<file path="config.mk">
export PLATFORM = sky130hd
export DESIGN_NAME = shift_amount_detector
export DESIGN_NICKNAME = d
export VERILOG_FILES = /design/src/rtl/shift_amount_detector.sv
export SDC_FILE = /design/constraint.sdc
export NUM_CORES = 1
export LEC_CHECK = 0
export ABC_AREA = 1
export CORE_ASPECT_RATIO = 0.8
export CORE_MARGIN = 2
export CORE_UTILIZATION = 50
export DETAILED_ROUTE_END_ITERATION = 10
export PLACE_DENSITY = 0.74
export SLEW_MARGIN = 20
export SYNTH_ARGS = -nofsm -noshare
export SYNTH_HDL_FRONTEND = slang
export SYNTH_SLANG_ARGS = --single-unit
</file>
<file path="constraint.sdc">
create_clock -name clk -period 2.2 [get_ports clk]
set_input_delay 0.33 -clock clk [delete_from_list [all_inputs] [get_ports clk]]
set_output_delay 0.33 -clock clk [all_outputs]
set_load 0.02 [all_outputs]
</file>
<file path="src/rtl/shift_amount_detector.sv">
// Iterative inverse of a bidirectional logical barrel shifter.
// Each cycle tests one candidate amount, checking both directions.
module shift_amount_detector #(
    parameter int N = 3
) (
    input  logic             clk,
    input  logic             reset,
    input  logic             start,
    input  logic [2**N-1:0]  a,
    input  logic [2**N-1:0]  y,
    output logic             busy,
    output logic             done,
    output logic             found,
    output logic [N-1:0]     amt,
    output logic             lr
);

    localparam int W = 2**N;
    localparam logic [N-1:0] K_LAST = N'(W - 1);

    typedef enum logic [1:0] {
        S_IDLE,
        S_SEARCH,
        S_DONE
    } state_t;

    state_t         state, state_d;
    logic [W-1:0]   a_q, a_d;
    logic [W-1:0]   y_q, y_d;
    logic [N-1:0]   k, k_d;
    logic           found_d;
    logic [N-1:0]   amt_d;
    logic           lr_d;
    logic           r_hit, l_hit;

    // Shifted results are truncated to W bits by the comparison context.
    assign r_hit = ((a_q >> k) == y_q);
    assign l_hit = ((a_q << k) == y_q);

    assign busy = (state != S_IDLE);
    assign done = (state == S_DONE);

    always_ff @(posedge clk or posedge reset) begin
        if (reset) begin
            state <= S_IDLE;
            a_q   <= '0;
            y_q   <= '0;
            k     <= '0;
            found <= 1'b0;
            amt   <= '0;
            lr    <= 1'b0;
        end else begin
            state <= state_d;
            a_q   <= a_d;
            y_q   <= y_d;
            k     <= k_d;
            found <= found_d;
            amt   <= amt_d;
            lr    <= lr_d;
        end
    end

    always_comb begin
        state_d = state;
        a_d     = a_q;
        y_d     = y_q;
        k_d     = k;
        found_d = found;
        amt_d   = amt;
        lr_d    = lr;
        unique case (state)
            S_IDLE: begin
                if (start) begin
                    a_d     = a;
                    y_d     = y;
                    k_d     = '0;
                    state_d = S_SEARCH;
                end
            end
            S_SEARCH: begin
                // Right wins over left at the same candidate amount.
                if (r_hit) begin
                    found_d = 1'b1;
                    amt_d   = k;
                    lr_d    = 1'b0;
                    state_d = S_DONE;
                end else if (l_hit) begin
                    found_d = 1'b1;
                    amt_d   = k;
                    lr_d    = 1'b1;
                    state_d = S_DONE;
                end else if (k == K_LAST) begin
                    found_d = 1'b0;
                    amt_d   = '0;
                    lr_d    = 1'b0;
                    state_d = S_DONE;
                end else begin
                    k_d = k + N'(1);
                end
            end
            S_DONE: begin
                state_d = S_IDLE;
            end
            default: begin
                state_d = S_IDLE;
            end
        endcase
    end

endmodule

</file>
# Word-level counts from Yosys, hierarchy flattened
# Index checks and enable logic that the tools add are counted.
# word_totals
regBits	26
latchBits	0
ram_bits	0
rom_bits	0
input_bits	19
out_inout_bits	7
mem_count	0
# classes
addsub	1
n_mul	0
div	0
order_cmp	0
eq_ne	10
shifts	2
mux	17
n_bitwise	0
reduce_logical	8
# ops
op	n
3-bit two-way mux	7
8-bit equality test	2
2-bit two-way mux	4
2-bit != test, second input constant	4
8-bit by 3-bit << shifter with 8-bit output	1
8-bit by 3-bit right shift with 8-bit output	1
3-bit one-hot mux with 2 select lines	1
2-bit AND reduction	3
5-bit AND reduction	1
1-bit two-way mux	4
4-bit != test, second input constant	1
2-bit one-hot mux with 2 select lines	1
2-bit nonzero test	2
3-bit by 1-bit adder with 3-bit output, second input constant	1
3-bit equality test, second input constant	1
3-bit nonzero test	1
2-bit by 1-bit equality test with 1-bit output, second input constant	1
2-bit equality test, second input constant	1
2-bit logical NOT	1

# Longest topological paths before layout
# logic_depth
depth_word	5
ltp_mapped	14

# Worst setup path before layout
# No wires, ideal clock.
# synth_path
path_kind	register to register
startpoint	register k[1]
endpoint	register amt[0]
setup_time_ps	118
arrival_ps	1487
t_required_ps	2082
path_slack_ps	595
stages_incl_launch_ff	15
period_less_slack_ps	1605
path_cell_list	dfrtp_1 buf_6 inv_6 buf_6 nand3_1 nand3_1 nand2_1 nand2_1 nand2_1 nor2_1 nand3_2 nand2_2 nand2_4 nand3_1 nand2_1
# synth_between
elab_chain_cells	4
elab_cells_between_ends	9
cone_classes	3 x eq/ne; 2 x shift; 2 x mux; 2 x reduce/logical
# synth_lines
element	line	source
start, declared	30	logic [N-1:0] k, k_d;
start signal, assigned	56	k <= k_d;
8-bit by 3-bit right shift with 8-bit output or 8-bit by 3-bit << shifter with 8-bit output (tied branches)	37, 38	
8-bit equality test, on equally long branches	37, 38	
3-bit nonzero test (no source line) or 3-bit two-way mux (tied branches)	--	
2-bit AND reduction (no source line) or 3-bit two-way mux (tied branches)	--	
end signal, assigned	58	amt <= amt_d;
end, declared	14	output logic [N-1:0] amt,
# Parallel ways exist; a longest one is shown, timed or not.
# A chain may end at the register's enable or synchronous reset.

# Final worst setup path
# layout_path
startpoint	register k[0]
endpoint	register amt[1]
# The elaborated chain is that of the path after synthesis.

==> reports/qor.yml <==
cts-root-buf: "clkbuf_8"
core_sq_um: 3420
timing.fmax_mhz: 521
ios: 26
cts_tree: "yes"
grtUsageMet1: 0.318
use_met2: 0.366
ys_seq_elements: 26
yosysWarningCount: 0
grt-ovfl-total: 0
dieArea_sq_um: 4070
post-route-period-util: 0.872
slew_violations: 0
grt_start_max_net_pins: 27
rrSetupSlack_ps: 280
drtIter0Drc: 164
nets: 300
placementRows: 19
worstSetupStartpointType: "flop"
grt_pass1_wl_um: 7420
syn_area_per_cell_sq_um: 7.14
detail-route-antenna-nets: 0
required_ps: 2370
die_y_um: 57.4
ys_seq_area_frac: 0.365
drive_above_1_share: 0.147
first_global_vias: 1638
antenna_cells_inserted: 0
multi_input_area_sq_um: 992
power.leakage_nw: 1.10
worst_pin_slew_ps: 444
gp_congestion: 0.901
start_util: 0.521
fin_total_pwr_mw: 3.23
wire_per_inst_um: 12.6
finalCriticalPeriod_ps: 1920
arrival_ps: 2090
clock_sinks: 26
peakVddDrop_uv: 791
via_count: 1698
viasPerCell: 5.31
drc: 0
setup_viol: 0
reg2reg_depth: 12
path_clk_slew_ps: 100
busiest_layer: "met2"
cp-end-kind: "flop"
rsz0062_at_grt: "false"
rr_startpoint: "k[0]"
io_buffers: 25
final_hold_viol_count: 0
synth_area_sq_um: 1780
setup_tns_ps: 0
dp.final_hpwl_um: 3100
fillers: 323
antenna_found_initial: 0
status: "finished clean"
yosysUniqueCellTypes: 18
maxCapViolations: 0
cts_buffers: 3
slew_headroom: 0.703
crit_fanout: 10
first_pass_iters: 4
track_usage: 0.225
hp-class: "in -> async"
finalClockSkew_ps: 7.83
drt_wl_total_um: 4030
cts_max_level: 1
clock_latency_ps: 280
r2r_end: "amt[1]"
crit_type: "reg -> reg"
postSynthCellCount: 250
area_delta_synth_final_pct: 19.6
syn_nets: 271
cts.path.max_buffers: 2
grt_util_met3: 0.0459
postCtsSetupBuffers: 0
register_area_sq_um: 652
power_density_nw_per_um2: 1510
die_x_um: 70.8
[routing by layer]
metal	vias to the layer above	routed length, um
li1	881	-
met1	776	1980
met2	37	1830
met3	4	183
met4	0	29
met5	-	0
[final cells by class]
| class | count | share of cell area |
|---|---|---|
| flip-flops and latches | 26 | 0.305 |
| inverters | 18 | 0.0340 |
| clock buffers | 4 | 0.0258 |
| multi-input cells | 197 | 0.465 |
| well taps | 42 | 0.0246 |
| repair buffers | 33 | 0.145 |
[synthesized netlist by cell type (all sizes together)]
master | count | share of area
inv | 18 | 0.041
nor2 | 24 | 0.056
nand3 | 66 | 0.20
mux2 | 8 | 0.050
nand2 | 82 | 0.19
dfrtp | 26 | 0.36
nand4 | 7 | 0.025
ha | 2 | 0.014
buf | 8 | 0.036
clkbuf | 1 | 0.0021
a21oi | 8 | 0.022
[what timing repair did]
| item | CTS | global route |
|---|---|---|
| endpoints found under the setup margin | 0 | 2 |
| hold buffers | 0 | 0 |
| resized for setup | 0 | 1 |
| hold endpoints to repair | 0 | 0 |
[flip-flops by register name, summed over array words and instances (netlist names)]
register	cells
a_q	8
lr	1
state	2
found	1
y_q	8
k	3
amt	3
[cells in the final DEF, fill, tap and decap left out, drive strengths merged]
cell           Yosys  final
buf                8      8
dfrtp             26     26
nand2             82     82
a21oi              8      8
clkbuf             1      4
ha                 2      2
nand4              7      7
mux2               8      8
inv               18     18
nor2              24     24
nand3             66     66
clkdlybuf4s50      0     25
[metrics by stage]
stage | hold slack, ps | utilization | instances | setup WS (ps) | instance area, sq um
final | 399 | 0.624 | 320 | 281 | 2130
after global routing | 491 | 0.624 | 320 | 94.1 | 2130
after CTS | 411 | 0.623 | 320 | 226 | 2130
after detailed placement | 483 | 0.607 | 316 | 245 | 2080
after global placement | 481 | 0.607 | 316 | 322 | 2080
after floorplan | 370 | - | 250 | 595 | 1780
[cells by family (layout without fill, tap and decap cells)]
family,count (synthesis),count (layout),synth area share
and+or+nand+nor,179,179,0.469
buffers and inverters,27,55,0.0792
DFF,26,26,0.365
AOI/OAI and AO/OA,8,8,0.0224
muxes,8,8,0.0505
adders and majority gates,2,2,0.0140
[critical path: stages, from the launching register on]
cell	delay [ps]
dfrtp_2	490
inv_2	150
nand2_1	130
nand2_2	110
nand3_1	100
nand3_1	100
nand2_1	80
nor2_1	170
nand3_2	140
nand2_2	140
nand2_4	80
nand3_1	70
nand2_1	60
[worst max path at each step]
stage	start	end	slack (ps)	cells past startpoint
after CTS	k[0]	amt[1]	230	13
final	k[0]	amt[1]	280	12
after global routing	k[0]	lr	90	12
after floorplan	k[1]	amt[0]	600	14
after detailed placement	k[0]	k[0]	250	13
after global placement	k[0]	amt[1]	320	13
[power by group]
part / switching, mW / leakage (nW) / internal [mW]
clock network: 0.160 / 0.0288 / 0.160
logic: 1.24 / 0.764 / 0.775
registers: 0.201 / 0.311 / 0.696
(Power assumes the default switching activity.)
